### src/rtl/plate_vote_judge_if.sv
// Classifier-to-judge stream: per-frame indices/diffs in, judged plate out.
interface plate_vote_judge_if #(
  parameter int N_CHAR = 7,
  parameter int IDX_W  = 4,
  parameter int DIFF_W = 16
);
  logic [N_CHAR*IDX_W-1:0]  char_index_c;
  logic [N_CHAR*DIFF_W-1:0] char_diff_c;
  logic                     char_valid_c;
  logic [N_CHAR*IDX_W-1:0]  char_index_co;
  logic                     char_valid_co;

  modport master (
    output char_index_c, char_diff_c, char_valid_c,
    input  char_index_co, char_valid_co
  );

  modport slave (
    input  char_index_c, char_diff_c, char_valid_c,
    output char_index_co, char_valid_co
  );
endinterface

### src/rtl/plate_vote_judge.sv
// Votes over classifier frames and emits one plate per round (run or count criterion).
// Optional JUDGE_WORST_DIFF_EN adds worst_diff_co for the frame that supplied the output.
module plate_vote_judge #(
  parameter int                N_CHAR   = 7,
  parameter int                IDX_W    = 4,
  parameter int                DIFF_W   = 16,
  parameter logic [N_CHAR-1:0] CMP_MASK = 7'h7C
) (
  input  logic              clk,
  input  logic              rst_n,
  input  logic              enable,
  input  logic [DIFF_W-1:0] max_diff,
  input  logic [3:0]        min_continue,
  input  logic [7:0]        min_counter,
  plate_vote_judge_if.slave judge,
  output logic              busy,
  output logic [7:0]        frame_cnt_o
`ifdef JUDGE_WORST_DIFF_EN
  ,
  output logic [DIFF_W-1:0] worst_diff_co
`endif
);

  localparam int IW = N_CHAR * IDX_W;

  typedef enum logic [1:0] {IDLE, COUNT, DONE} state_t;

  state_t          state, state_nxt;
  logic [7:0]      frame_cnt;
  logic [3:0]      run, best_run;
  logic            last_valid;
  logic [IW-1:0]   last_key;
  logic [IW-1:0]   best_idx;

  logic [IW-1:0]   key_mask, key;
  logic            frame_ok, take, accept, reject, match;
  logic [3:0]      run_nxt, cont_lim;
  logic [7:0]      frame_nxt;
  logic            best_upd, hit_cont, hit_cnt, decide;
  logic [IW-1:0]   best_idx_nxt, result_idx;
  logic            start_round, abort;

  always_comb begin
    key_mask = '0;
    for (int i = 0; i < N_CHAR; i++)
      key_mask[i*IDX_W +: IDX_W] = {IDX_W{CMP_MASK[i]}};
  end

  always_comb begin
    frame_ok = 1'b1;
    for (int i = 0; i < N_CHAR; i++)
      if (CMP_MASK[i] && (judge.char_diff_c[i*DIFF_W +: DIFF_W] > max_diff))
        frame_ok = 1'b0;
  end

  // The current frame becomes the candidate, so its indices are used directly as cand.
  always_comb begin
    key          = judge.char_index_c & key_mask;
    take         = (state == COUNT) && enable && judge.char_valid_c;
    accept       = take && frame_ok;
    reject       = take && !frame_ok;
    match        = last_valid && (key == last_key);
    run_nxt      = match ? ((run == 4'hF) ? run : run + 4'd1) : 4'd1;
    frame_nxt    = (frame_cnt == 8'hFF) ? frame_cnt : frame_cnt + 8'd1;
    best_upd     = run_nxt > best_run;
    best_idx_nxt = best_upd ? judge.char_index_c : best_idx;
    cont_lim     = (min_continue == 4'd0) ? 4'd1 : min_continue;
    hit_cont     = run_nxt >= cont_lim;
    hit_cnt      = (min_counter != 8'd0) && (frame_nxt >= min_counter);
    decide       = accept && (hit_cont || hit_cnt);
    result_idx   = hit_cont ? judge.char_index_c : best_idx_nxt;
  end

  always_ff @(posedge clk or negedge rst_n) begin
    if (!rst_n) state <= IDLE;
    else        state <= state_nxt;
  end

  always_comb begin
    state_nxt   = state;
    start_round = 1'b0;
    abort       = 1'b0;
    case (state)
      IDLE: begin
        if (enable) begin
          state_nxt   = COUNT;
          start_round = 1'b1;
        end
      end
      COUNT: begin
        if (!enable) begin
          state_nxt = IDLE;
          abort     = 1'b1;
        end else if (decide) begin
          state_nxt = DONE;
        end
      end
      DONE:    state_nxt = IDLE;
      default: state_nxt = IDLE;
    endcase
  end

  // Round bookkeeping; an aborted round leaves nothing behind for the next one.
  always_ff @(posedge clk or negedge rst_n) begin
    if (!rst_n) begin
      frame_cnt  <= '0;
      run        <= '0;
      best_run   <= '0;
      last_valid <= 1'b0;
      last_key   <= '0;
      best_idx   <= '0;
    end else if (start_round || abort) begin
      frame_cnt  <= '0;
      run        <= '0;
      best_run   <= '0;
      last_valid <= 1'b0;
    end else if (reject) begin
      run        <= '0;
      last_valid <= 1'b0;
    end else if (accept) begin
      frame_cnt  <= frame_nxt;
      run        <= run_nxt;
      last_key   <= key;
      last_valid <= 1'b1;
      if (best_upd) begin
        best_run <= run_nxt;
        best_idx <= judge.char_index_c;
      end
    end
  end

  always_ff @(posedge clk or negedge rst_n) begin
    if (!rst_n) begin
      judge.char_valid_co <= 1'b0;
      judge.char_index_co <= '0;
    end else begin
      judge.char_valid_co <= decide;
      if (decide) judge.char_index_co <= result_idx;
    end
  end

  assign busy        = (state == COUNT);
  assign frame_cnt_o = frame_cnt;

`ifdef JUDGE_WORST_DIFF_EN
  logic [DIFF_W-1:0] frame_worst, best_worst;

  always_comb begin
    frame_worst = '0;
    for (int i = 0; i < N_CHAR; i++)
      if (CMP_MASK[i] && (judge.char_diff_c[i*DIFF_W +: DIFF_W] > frame_worst))
        frame_worst = judge.char_diff_c[i*DIFF_W +: DIFF_W];
  end

  // best_worst tracks best_idx so the count fallback reports the matching frame.
  always_ff @(posedge clk or negedge rst_n) begin
    if (!rst_n) begin
      best_worst    <= '0;
      worst_diff_co <= '0;
    end else begin
      if (accept && best_upd && !start_round && !abort) best_worst <= frame_worst;
      if (decide)
        worst_diff_co <= (hit_cont || best_upd) ? frame_worst : best_worst;
    end
  end
`endif

endmodule

### src/flat_wrapper.sv
// flat-port wrapper written by rule: the top's interface ports become plain ports
module plate_vote_judge_flat 
#(
  parameter int                N_CHAR   = 7,
  parameter int                IDX_W    = 4,
  parameter int                DIFF_W   = 16,
  parameter logic [N_CHAR-1:0] CMP_MASK = 7'h7C
)
  (clk, rst_n, enable, max_diff, min_continue, min_counter, busy, frame_cnt_o, judge_char_index_c, judge_char_diff_c, judge_char_valid_c, judge_char_index_co, judge_char_valid_co);
  plate_vote_judge_if #(.N_CHAR(N_CHAR), .IDX_W(IDX_W), .DIFF_W(DIFF_W)) judge_i ();
  input  logic clk;
  input  logic rst_n;
  input  logic enable;
  input  logic [DIFF_W-1:0] max_diff;
  input  logic [3:0] min_continue;
  input  logic [7:0] min_counter;
  output logic busy;
  output logic [7:0] frame_cnt_o;
  input wire logic [$bits(judge_i.char_index_c)-1:0] judge_char_index_c;
  input wire logic [$bits(judge_i.char_diff_c)-1:0] judge_char_diff_c;
  input wire logic [$bits(judge_i.char_valid_c)-1:0] judge_char_valid_c;
  output wire logic [$bits(judge_i.char_index_co)-1:0] judge_char_index_co;
  output wire logic [$bits(judge_i.char_valid_co)-1:0] judge_char_valid_co;
  assign judge_i.char_index_c = judge_char_index_c;
  assign judge_i.char_diff_c = judge_char_diff_c;
  assign judge_i.char_valid_c = judge_char_valid_c;
  assign judge_char_index_co = judge_i.char_index_co;
  assign judge_char_valid_co = judge_i.char_valid_co;
  plate_vote_judge #(.N_CHAR(N_CHAR), .IDX_W(IDX_W), .DIFF_W(DIFF_W), .CMP_MASK(CMP_MASK)) u_core (.clk(clk), .rst_n(rst_n), .enable(enable), .max_diff(max_diff), .min_continue(min_continue), .min_counter(min_counter), .judge(judge_i), .busy(busy), .frame_cnt_o(frame_cnt_o));
endmodule
### config.mk
export PLATFORM = sky130hd
export DESIGN_NAME = plate_vote_judge_flat
export DESIGN_NICKNAME = d
export VERILOG_FILES = /design/src/rtl/plate_vote_judge_if.sv /design/src/rtl/plate_vote_judge.sv /design/src/flat_wrapper.sv
export SDC_FILE = /design/constraint.sdc
export NUM_CORES = 1
export LEC_CHECK = 0
export CORE_MARGIN = 4
export CORE_UTILIZATION = 52
export CTS_CLUSTER_DIAMETER = 120
export DETAILED_ROUTE_END_ITERATION = 8
export GPL_TIMING_DRIVEN = 1
export PLACE_DENSITY = 0.92
export SYNTH_ARGS = -nofsm -noshare
export SYNTH_HDL_FRONTEND = slang
export SYNTH_SLANG_ARGS = --single-unit
### constraint.sdc
create_clock -name clk -period 9.83 [get_ports clk]
set_input_delay 0.983 -clock clk [delete_from_list [all_inputs] [get_ports clk]]
set_output_delay 0.983 -clock clk [all_outputs]
set_load 0.05 [all_outputs]
; ---- Yosys cells after proc, flatten, opt, wreduce, memory -nomap -nowiden
; Index checks and enable logic that the tools add are counted.
[totals]
output_inout_bits = 38
reg_bits = 96
[op_classes]
order_cmp = 8
n_eq_ne = 7
muxes = 32
n_reduce_logical = 20
bitwise_logic = 2
add_sub_neg = 2
[op_table]
columns = operator, n
row1 = 16-bit greater-than comparator, 5
row2 = 28-bit two-way mux, 2
row3 = 4-bit two-way mux, 10
row4 = 8-bit two-way mux, 4
row5 = 20-bit == test, 1
row6 = 1-bit two-way mux, 12
row7 = 8-bit by 1-bit adder with 8-bit output (second input constant), 1
row8 = 8-bit == test (second input constant), 1
row9 = 8-bit greater-or-equal comparator, 1
row10 = 8-bit nonzero test, 1
row11 = 1-bit logical AND, 7
row12 = 2-bit two-way mux, 3
row13 = 3-bit AND reduction, 2
row14 = 4-bit by 1-bit adder with 4-bit output (second input constant), 1
row15 = 4-bit == test (second input constant), 1
row16 = 4-bit greater-or-equal comparator, 1
row17 = 4-bit greater-than comparator, 1
row18 = 4-bit zero test, 1
row19 = 2-bit != test (second input constant), 2
row20 = 2-bit case mux with 2 select lines, 1
row21 = 2-bit AND reduction, 2
row22 = 2-bit nonzero test, 2
row23 = 3-bit by 2-bit != test with 1-bit output (second input constant), 1
row24 = 3-bit nonzero test, 1
row25 = 5 further kinds, 7

; ---- Logic depth before layout (Yosys ltp)
; Gate-level depths: netlist of the first run.
[depth]
ltp_word = 11
ltp_mapped = 15
mapped_depth_nobuf = 14

; ---- Worst setup path after synthesis of the first run
; Ideal clock, no wire load.
[synth_path]
kind = input port to flip-flop
from = input judge_char_index_c[12]
to = register u_core.judge.char_index_co[21]
setup_time_ps = 125
cell_stages = 14
slack_ps = 5819
t_arrival_ps = 3886
path_buffers = 1
path_cell_list = xor2_1 -> nor4_4 -> nand3_1 -> nor2_1 -> ha_1 -> nand2b_1 -> a21oi_1 -> nor3b_1 -> o2111a_1 -> nor3_2 -> o221ai_4 -> buf_6 -> mux2_4 -> mux2_2
[synth_via]
elab_chain_cells = 6
[synth_rtl]
columns = element, line
row1 = from (decl), flat_wrapper.sv:19  ; input wire logic [$bits(judge_i.char_index_c)-1:0] judge_char_index_c;
row2 = 20-bit == test (*), plate_vote_judge.sv:62  ; match = last_valid && (key == last_key);
row3 = 1-bit logical AND (*), plate_vote_judge.sv:62
row4 = 4-bit two-way mux (*), plate_vote_judge.sv:63  ; run_nxt = match ? ((run == 4'hF) ? run : run + 4'd1) : 4'd1;
row5 = 4-bit greater-than comparator or 4-bit greater-or-equal comparator (tied branches), "plate_vote_judge.sv:65, plate_vote_judge.sv:68"
row6 = 28-bit two-way mux or 1-bit logical OR (tied branches), n/a
row7 = 28-bit two-way mux or 1-bit logical AND (tied branches), "plate_vote_judge.sv:71, plate_vote_judge.sv:70"
row8 = to (signal assigned), plate_vote_judge.sv:138  ; if (decide) judge.char_index_co <= result_idx;
row9 = to (decl), plate_vote_judge_if.sv:20  ; output char_index_co, char_valid_co
; Every way passes the cells marked *; elsewhere a longest branch is shown, timed or not.
; A chain may end at the register's enable or synchronous reset.

; ---- Worst setup path in the final report of the first run
[layout_path]
from = input judge_char_index_c[15]
to = register u_core.judge.char_index_co[22]
; Same word-level chain as after synthesis.

==> results of run 1 <==
## report_power, final
part	internal [mW]	total (mW)	switching, mW
registers	0.462	0.502	0.0406
clock network	0.210	0.350	0.140
logic	0.167	0.310	0.143
## through the flow
step | power (mW) | utilization, % | cells | hold WS [ps] | area, um^2
floorplan | 0.6831 | - | 617 | 446.6 | 6928
global placement | 0.7951 | 69.03 | 955 | 459.6 | 8853
detailed placement | 0.8200 | 69.03 | 955 | 468.1 | 8853
CTS | 1.174 | 71.38 | 971 | 495.7 | 9154
global route | 1.225 | 71.38 | 971 | 507.2 | 9154
finish | 1.163 | 71.38 | 971 | 494.9 | 9154
## routing by layer
metal / part of all wire, % / GRT usage [%] / up-vias
li1: - / - / 2637
met1: 39 / 27.14 / 2692
met2: 50 / 43.02 / 219
met3: 7.9 / 5.352 / 41
met4: 2.6 / 7.958 / 0
met5: 0 / 0 / -
## cells by family (layout without fill, tap and decap cells)
logic type / after synthesis / count (layout) / share of synthesized area (%)
mux: 113 / 113 / 20.28
compound gates: 101 / 101 / 10.38
xor+xnor: 24 / 24 / 3.034
fa+ha+maj: 97 / 97 / 17.50
flops: 96 / 96 / 34.68
buf+inv: 55 / 237 / 3.467
simple gates: 131 / 131 / 10.66
## cells in the mapped netlist (all sizes together) (8+ instances only)
cell type,instances,area (um^2)
mux2,105,1325
a21o,22,165.2
and3,12,75.07
nor2,16,60.06
xnor2,17,148.9
buf,10,67.56
nor2b,10,62.56
nand4,22,143.9
nand2b,8,50.05
ha,96,1201
nand2,20,75.07
inv,40,150.1
nand3,17,85.08
a21oi,22,110.1
mux2i,8,80.08
dfrtp,96,2402
o21ai,19,95.09
## state kept, by name, indices dropped and copies added (netlist names)
| signal | cells |
|---|---|
| u_core.judge.char_index_co | 28 |
| u_core.last_valid | 1 |
| u_core.best_run | 4 |
| u_core.frame_cnt_o | 8 |
| u_core.best_idx | 28 |
| u_core.last_key | 20 |
| u_core.state | 2 |
| u_core.judge.char_valid_co | 1 |
| u_core.run | 4 |
## final timing paths
path,start,to,slack (ps),cells past startpoint
worst max register to register,u_core.last_key[19]$_DFFE_PN0P_,u_core.judge.char_index_co[22]$_DFFE_PN0P_,5590,14
max in group asynchronous,rst_n,u_core.judge.char_index_co[15]$_DFFE_PN0P_,8100,2
worst max-delay path,judge_char_index_c[15],u_core.judge.char_index_co[22]$_DFFE_PN0P_,4820,15
worst min-delay path,u_core.best_idx[16]$_DFFE_PN0P_,u_core.best_idx[16]$_DFFE_PN0P_,490,1
min in group asynchronous,rst_n,u_core.best_idx[0]$_DFFE_PN0P_,530,1
worst min register to register,u_core.best_idx[16]$_DFFE_PN0P_,u_core.best_idx[16]$_DFFE_PN0P_,490,1
## cells in the final DEF (no fill, tap or decap), types with 2 or more instances in the layout
master,synthesis,routed
nor2_1,16,16
nor4_1,2,2
a21o_1,22,22
clkbuf_1,4,2
nor3_2,2,2
o21a_1,7,7
xor2_1,7,7
clkdlybuf4s50_1,0,176
a31o_2,7,7
or2_2,4,4
mux2_4,38,38
dfrtp_1,96,96
clkbuf_8,0,2
nor3_1,5,5
nor3b_1,5,5
a211oi_2,2,2
nand2_1,20,20
or3_1,5,5
xnor2_1,17,17
clkinv_2,0,2
inv_1,40,40
and3_1,12,11
nor2b_1,10,10
o211ai_1,3,3
mux2i_1,8,8
nand2b_1,8,8
mux2_1,48,48
a221oi_1,2,2
a211oi_1,2,2
a21oi_1,22,22
ha_1,96,96
nand3_1,17,17
clkbuf_16,0,9
mux2_2,19,19
nand4_1,21,21
o311ai_1,2,2
buf_4,2,5
o21ai_0,18,18
## layout make-up
class / count / area (um^2) / share of cell area (%)
multi-input cells: 466 / 4287 / 46.83
flip-flops and latches: 96 / 2402 / 26.24
repair buffers: 181 / 1799 / 19.66
clock buffers: 13 / 260.3 / 2.843
well taps: 172 / 215.2 / 2.351
inverters: 40 / 150.1 / 1.640
clock inverters: 3 / 40.04 / 0.4374
==> metrics.md, run 1 <==
| Metric | Value |
|---|---|
| Area of the core | 0.01282 mm^2 |
| Global-route wire length before repair | 28380 um |
| FFs w/ async S/R, synth | 100.0% |
| Max-Cap Viols | 0 |
| Seq/Total Area, Yosys | 34.68% |
| Synth warnings | 0 |
| CTS tree | yes |
| Die X | 123.4 um |
| Die area | 0.01523 mm^2 |
| Vias in the first global route | 5884 |
| Max rail drop VDD | 0.1421 mV |
| GRT Total Usage | 23.60% |
| Rows | 41 |
| Post-CTS Resized | 0 |
| Final setup vio count | 0 |
| Critical Path RT | 10050 ps |
| Synthesis-to-finish area growth | 32.13% |
| WL/cell | 18.59 um |
| Post-Syn Instances | 617 |
| # nets final | 1062 |
| Final WS setup | 4824 ps |
| # IOs | 210 |
| Layout cells sized above 1 | 12.14% |
| Max Root-Sink Buffers | 2 |
| Final hold vios | 0 |
| Max-slew violations | 0 |
| Routed Antenna Nets | 0 |
| Final period utilization | 50.93% |
| Largest stage delay, worst path | 600 ps |
| Post-synth EDFFs | 0 |
| Outcome | complete, no violations |
| Most frequent CP cell | nor2_1 |
| Avg Cell Area, Syn | 11.23 um^2 |
| Slowest CP cell | and3_2 |
| Starting DRT DRC Count | 293 |
| Post-synth top flop | dfrtp_1 |
| Number of diodes | 0 |
| # fillers | 918 |
| Die height | 123.4 um |
| Post-Place Worst Slack | 4515 ps |
| Reg clk slew, reported paths | 60 ps |
| Achievable Freq | 0.1997 GHz |
| Crit path buffers/inverters | 1 |
| Worst Setup End Kind | flop |
| Clock sinks | 96 |
| Antenna violations before repair | 0 |
| RSZ-0062 raised after global routing | no |
| Detailed-route wire length | 18050 um |
| # Post-CTS Setup Buffers | 0 |
| Via count | 5589 |
| DR DRC count | 0 |
| Fin crit period | 5006 ps |
| WS Path Type | input pin to flop |
| CP top delay family | simple AND/OR/NAND/NOR gates |
| # H-tree levels | 3 |
| Placer Congestion | 0.8430 |
| Setup Skew | 5.808 ps |
| Detail Placement HPWL | 14080 um |
| Gr ovfl total | 0 |
| Clock Latency Late Sink | 340 ps |
| Setup crit start kind | input pin |
| Drt via density | 5.756 |
| CP arrival | 5230 ps |
| Post-Syn Nets | 885 |
| Pleak | 4.461 nW |
| Post-Syn Area | 0.006928 mm^2 |
| Pre-Repair DR Iteration Count | 7 |
| Crit Path Max Fanout | 30 |
| Register bit total from synthesis | 96 |
| Pin count of the biggest net entering global routing | 74 |
| Port Buffer Count | 177 |
| CTS Buf Count | 9 |
| Hold WC Path Type | flop to flop |
| Initial Util | 54.02% |
| Hold_buf cts | 0 |
| Post-synth cell types | 56 |
| Worst-margin pin slew | 989.2 ps |
| Slew headroom | 34.05% |
| Setup total negative slack | 0 ps |
| Power Dens Cells | 127.0 mW/mm^2 |
| Critical-path cell list | clkdlybuf4s50_1 > xnor2_1 > nand4_1 > nor2_1 > nand3_1 > nor2_1 > ha_1 > nand2b_1 > a21oi_1 > nor3b_1 > o2111a_1 > nor3_2 > o21ai_0 > and3_2 > mux2_2 |
| CTS Root Cell | clkbuf_16 |
Note: power is estimated with default switching activity, not from simulation.
==> run 2, diff against run 1 <==
- CORE_UTILIZATION: 52 -> 44
- PLACE_DENSITY: 0.92 -> 0.84
- clock period: 9.83 -> 4.5 ns (I/O delays scaled with it)
==> run 2 against run 1 <==
  * Via count down 3.6%
  * Clock power up 110%
  * Sequential power up 120%
  * Cell count up 4.5%
  * Combinational power up 110%
==> metrics.md, run 2 (synthesis results as in run 1) <==
| Metric | Value |
|---|---|
| Final WS setup | 507.1 ps (-4316 ps) |
| RSZ-0062 raised after global routing | no |
| Post-CTS Resized | 0 (unchanged) |
| # H-tree levels | 3 (unchanged) |
| Slew headroom | 46.82% (+13 points) |
| CTS Buf Count | 9 (unchanged) |
| Flop2flop setup slack | 710 ps (-4880 ps) |
| Drt via density | 5.308 (-7.8%) |
| Pleak | 4.492 nW (+0.71%) |
| Setup total negative slack | 0 ps (unchanged) |
| Max-slew violations | 0 (unchanged) |
| Placer Congestion | 0.8973 (+6.4%) |
| Tot Pwr | 2.509 mW (+120%) |
| Crit Reg-Reg Endpoint | u_core.judge.char_index_co[13]$_DFFE_PN0P_ |
| Vias in the first global route | 5615 (-4.6%) |
| Placed cells | 999 (+4.6%) |
| Met3 WL post-DR | 1155 um (-19%) |
| Clock sinks | 96 (unchanged) |
| Setup Skew | 8.315 ps (+2.507 ps) |
| Cells on worst reg2reg path | 15 (+1) |
| Die X | 133.5 um (+8.1%) |
| Synthesis-to-finish area growth | 33.59% |
| Die height | 133.5 um (+8.1%) |
| Routed Antenna Nets | 0 (unchanged) |
| Detailed-route wire length | 16860 um (-6.6%) |
| Met1 WL | 7371 um (+3.8%) |
| Hold_ws | 116.3 ps (-378.6 ps) |
| Max-Cap Viols | 0 (unchanged) |
| Hold_buf cts | 0 (unchanged) |
| Critical Path RT | 4720 ps (-5330 ps) |
| CTS Root Cell | clkbuf_16 |
| Highest metal used | met4 |
| Hold WC Path Type | input pin to async pin |
| Outcome | complete, no violations |
| Final setup vio count | 0 (unchanged) |
| Multi-input logic area | 0.004287 mm^2 (unchanged) |
| Worst Setup End Kind | flop |
| Achievable Freq | 0.2504 GHz |
| Fin util | 60.43% (-11 points) |
| Starting DRT DRC Count | 227 (-23%) |
| Die area | 0.01782 mm^2 (+17%) |
| Regs by FF count | u_core.best_idx (28), u_core.judge.char_index_co (28), u_core.last_key (20) |
| Rows | 45 (+9.8%) |
| Pin count of the biggest net entering global routing | 50 (-32%) |
| Max Root-Sink Buffers | 2 (unchanged) |
| Power Dens Cells | 271.1 mW/mm^2 (+110%) |
| WL/cell | 16.61 um (-11%) |
| Final hold vios | 0 (unchanged) |
| Initial Util | 45.24% (-8.8 points) |
| Reg clk slew, reported paths | 70 ps (about the same) |
| FF/Latch Area | 0.002402 mm^2 (unchanged) |
| Gr ovfl total | 0 (unchanged) |
| Detail Placement HPWL | 13180 um (-6.4%) |
| CP arrival | 4210 ps (-1020 ps) |
| Port Buffer Count | 177 (unchanged) |
| Layout cells sized above 1 | 12.94% (+0.80 points) |
| Dpl cell area | 0.008965 mm^2 (+1.3%) |
| Clock Latency Late Sink | 340 ps (about the same) |
| Number of diodes | 0 (unchanged) |
| # nets final | 1067 (+0.47%) |
| CTS tree | yes |
| Setup crit start kind | input pin |
| Fin cells | 1015 (+4.5%) |
| WS Path Type | input pin to flop |
| # fillers | 1264 (+38%) |
| Fin crit period | 3993 ps |
| # Post-CTS Setup Buffers | 0 (unchanged) |
| Crit Path Max Fanout | 30 (unchanged) |
| DR DRC count | 0 (unchanged) |
| Global-route wire length before repair | 27470 um (-3.2%) |
| # IOs | 210 (unchanged) |
| Met2 routed wirelength | 8082 um (-11%) |
| Via count | 5388 (-3.6%) |
| Worst-margin pin slew | 789.4 ps (-199.8 ps) |
| Area of the core | 0.01531 mm^2 (+19%) |
| Max rail drop VDD | 0.1827 mV (+29%) |
| Commonest non-fill, non-tap cell in the layout | clkdlybuf4s50_1 |
| GRT Total Usage | 18.71% (-4.9 points) |
| Antenna violations before repair | 0 (unchanged) |
| Reg-to-reg startpoint | u_core.last_key[16]$_DFFE_PN0P_ |
| Final period utilization | 88.73% |
| Post-Place Worst Slack | 162.7 ps (-4352 ps) |
| Pre-Repair DR Iteration Count | 4 (-3) |
| Commonest non-fill, non-tap cells in the layout | clkdlybuf4s50_1 (176), ha_1 (96), dfrtp_1 (96) |
| Fin area | 0.009255 mm^2 (+1.1%) |
[run 2: cell count changes in the layout (fill, tap and decap cells not counted), sizes merged]
cell,delta
inv,+3
clkbuf,-3
bufinv,-1
buf,+5
clkinv,+1
[run 2: area by class of cell]
| class | instances | area share [%] |
|---|---|---|
| clock buffers | 10 | 2.582 |
| clock inverters | 6 | 0.5543 |
| inverters | 40 | 1.622 |
| multi-input cells | 466 | 46.32 |
| flip-flops and latches | 96 | 25.96 |
| well taps | 211 | 2.853 |
| repair buffers | 186 | 20.12 |
[run 2: layer usage]
| metal | track usage (%) | vias up |
|---|---|---|
| met4 | 4.400 | 0 |
| li1 | - | 2645 |
| met3 | 4.079 | 21 |
| met2 | 32.93 | 141 |
| met1 | 23.51 | 2581 |
| met5 | 0 | - |
[run 2: report_power, final]
part / leakage, nW / switching, mW / internal, mW
Sequential: 1.29 / 0.0859 / 1.01
Combinational: 3.05 / 0.301 / 0.365
Clock: 0.145 / 0.350 / 0.399
[run 2: worst max path at each step]
stage	startpoint	to	cells after the start
floorplan	u_core.frame_cnt_o[0]$_DFFE_PN0P_	u_core.judge.char_index_co[10]$_DFFE_PN0P_	15
global placement	judge_char_index_c[16]	u_core.judge.char_index_co[27]$_DFFE_PN0P_	16
detailed placement	judge_char_index_c[9]	u_core.judge.char_index_co[6]$_DFFE_PN0P_	16
CTS	judge_char_index_c[19]	u_core.judge.char_index_co[6]$_DFFE_PN0P_	16
global route	judge_char_index_c[19]	u_core.judge.char_index_co[13]$_DFFE_PN0P_	16
finish	judge_char_index_c[16]	u_core.judge.char_index_co[13]$_DFFE_PN0P_	16
[run 2: worst max-delay path: stages]
cell and delay (ps):
clkdlybuf4s50_1 530, xnor2_1 150, nand4_1 180, nor4_4 310, nand3_1 190, nor2_1 200, ha_1 250, nand2b_1 140
a21oi_1 200, nor3b_1 80, o2111a_1 270, nor3_2 280, o21ai_0 180, and3_2 260, buf_12 170, mux2_4 320
==> run 3, diff against run 2 <==
- SKIP_LAST_GASP: unset -> 1
==> results of run 3 <==
Same layout as run 2: the final DEF is identical, and so are final timing and power.
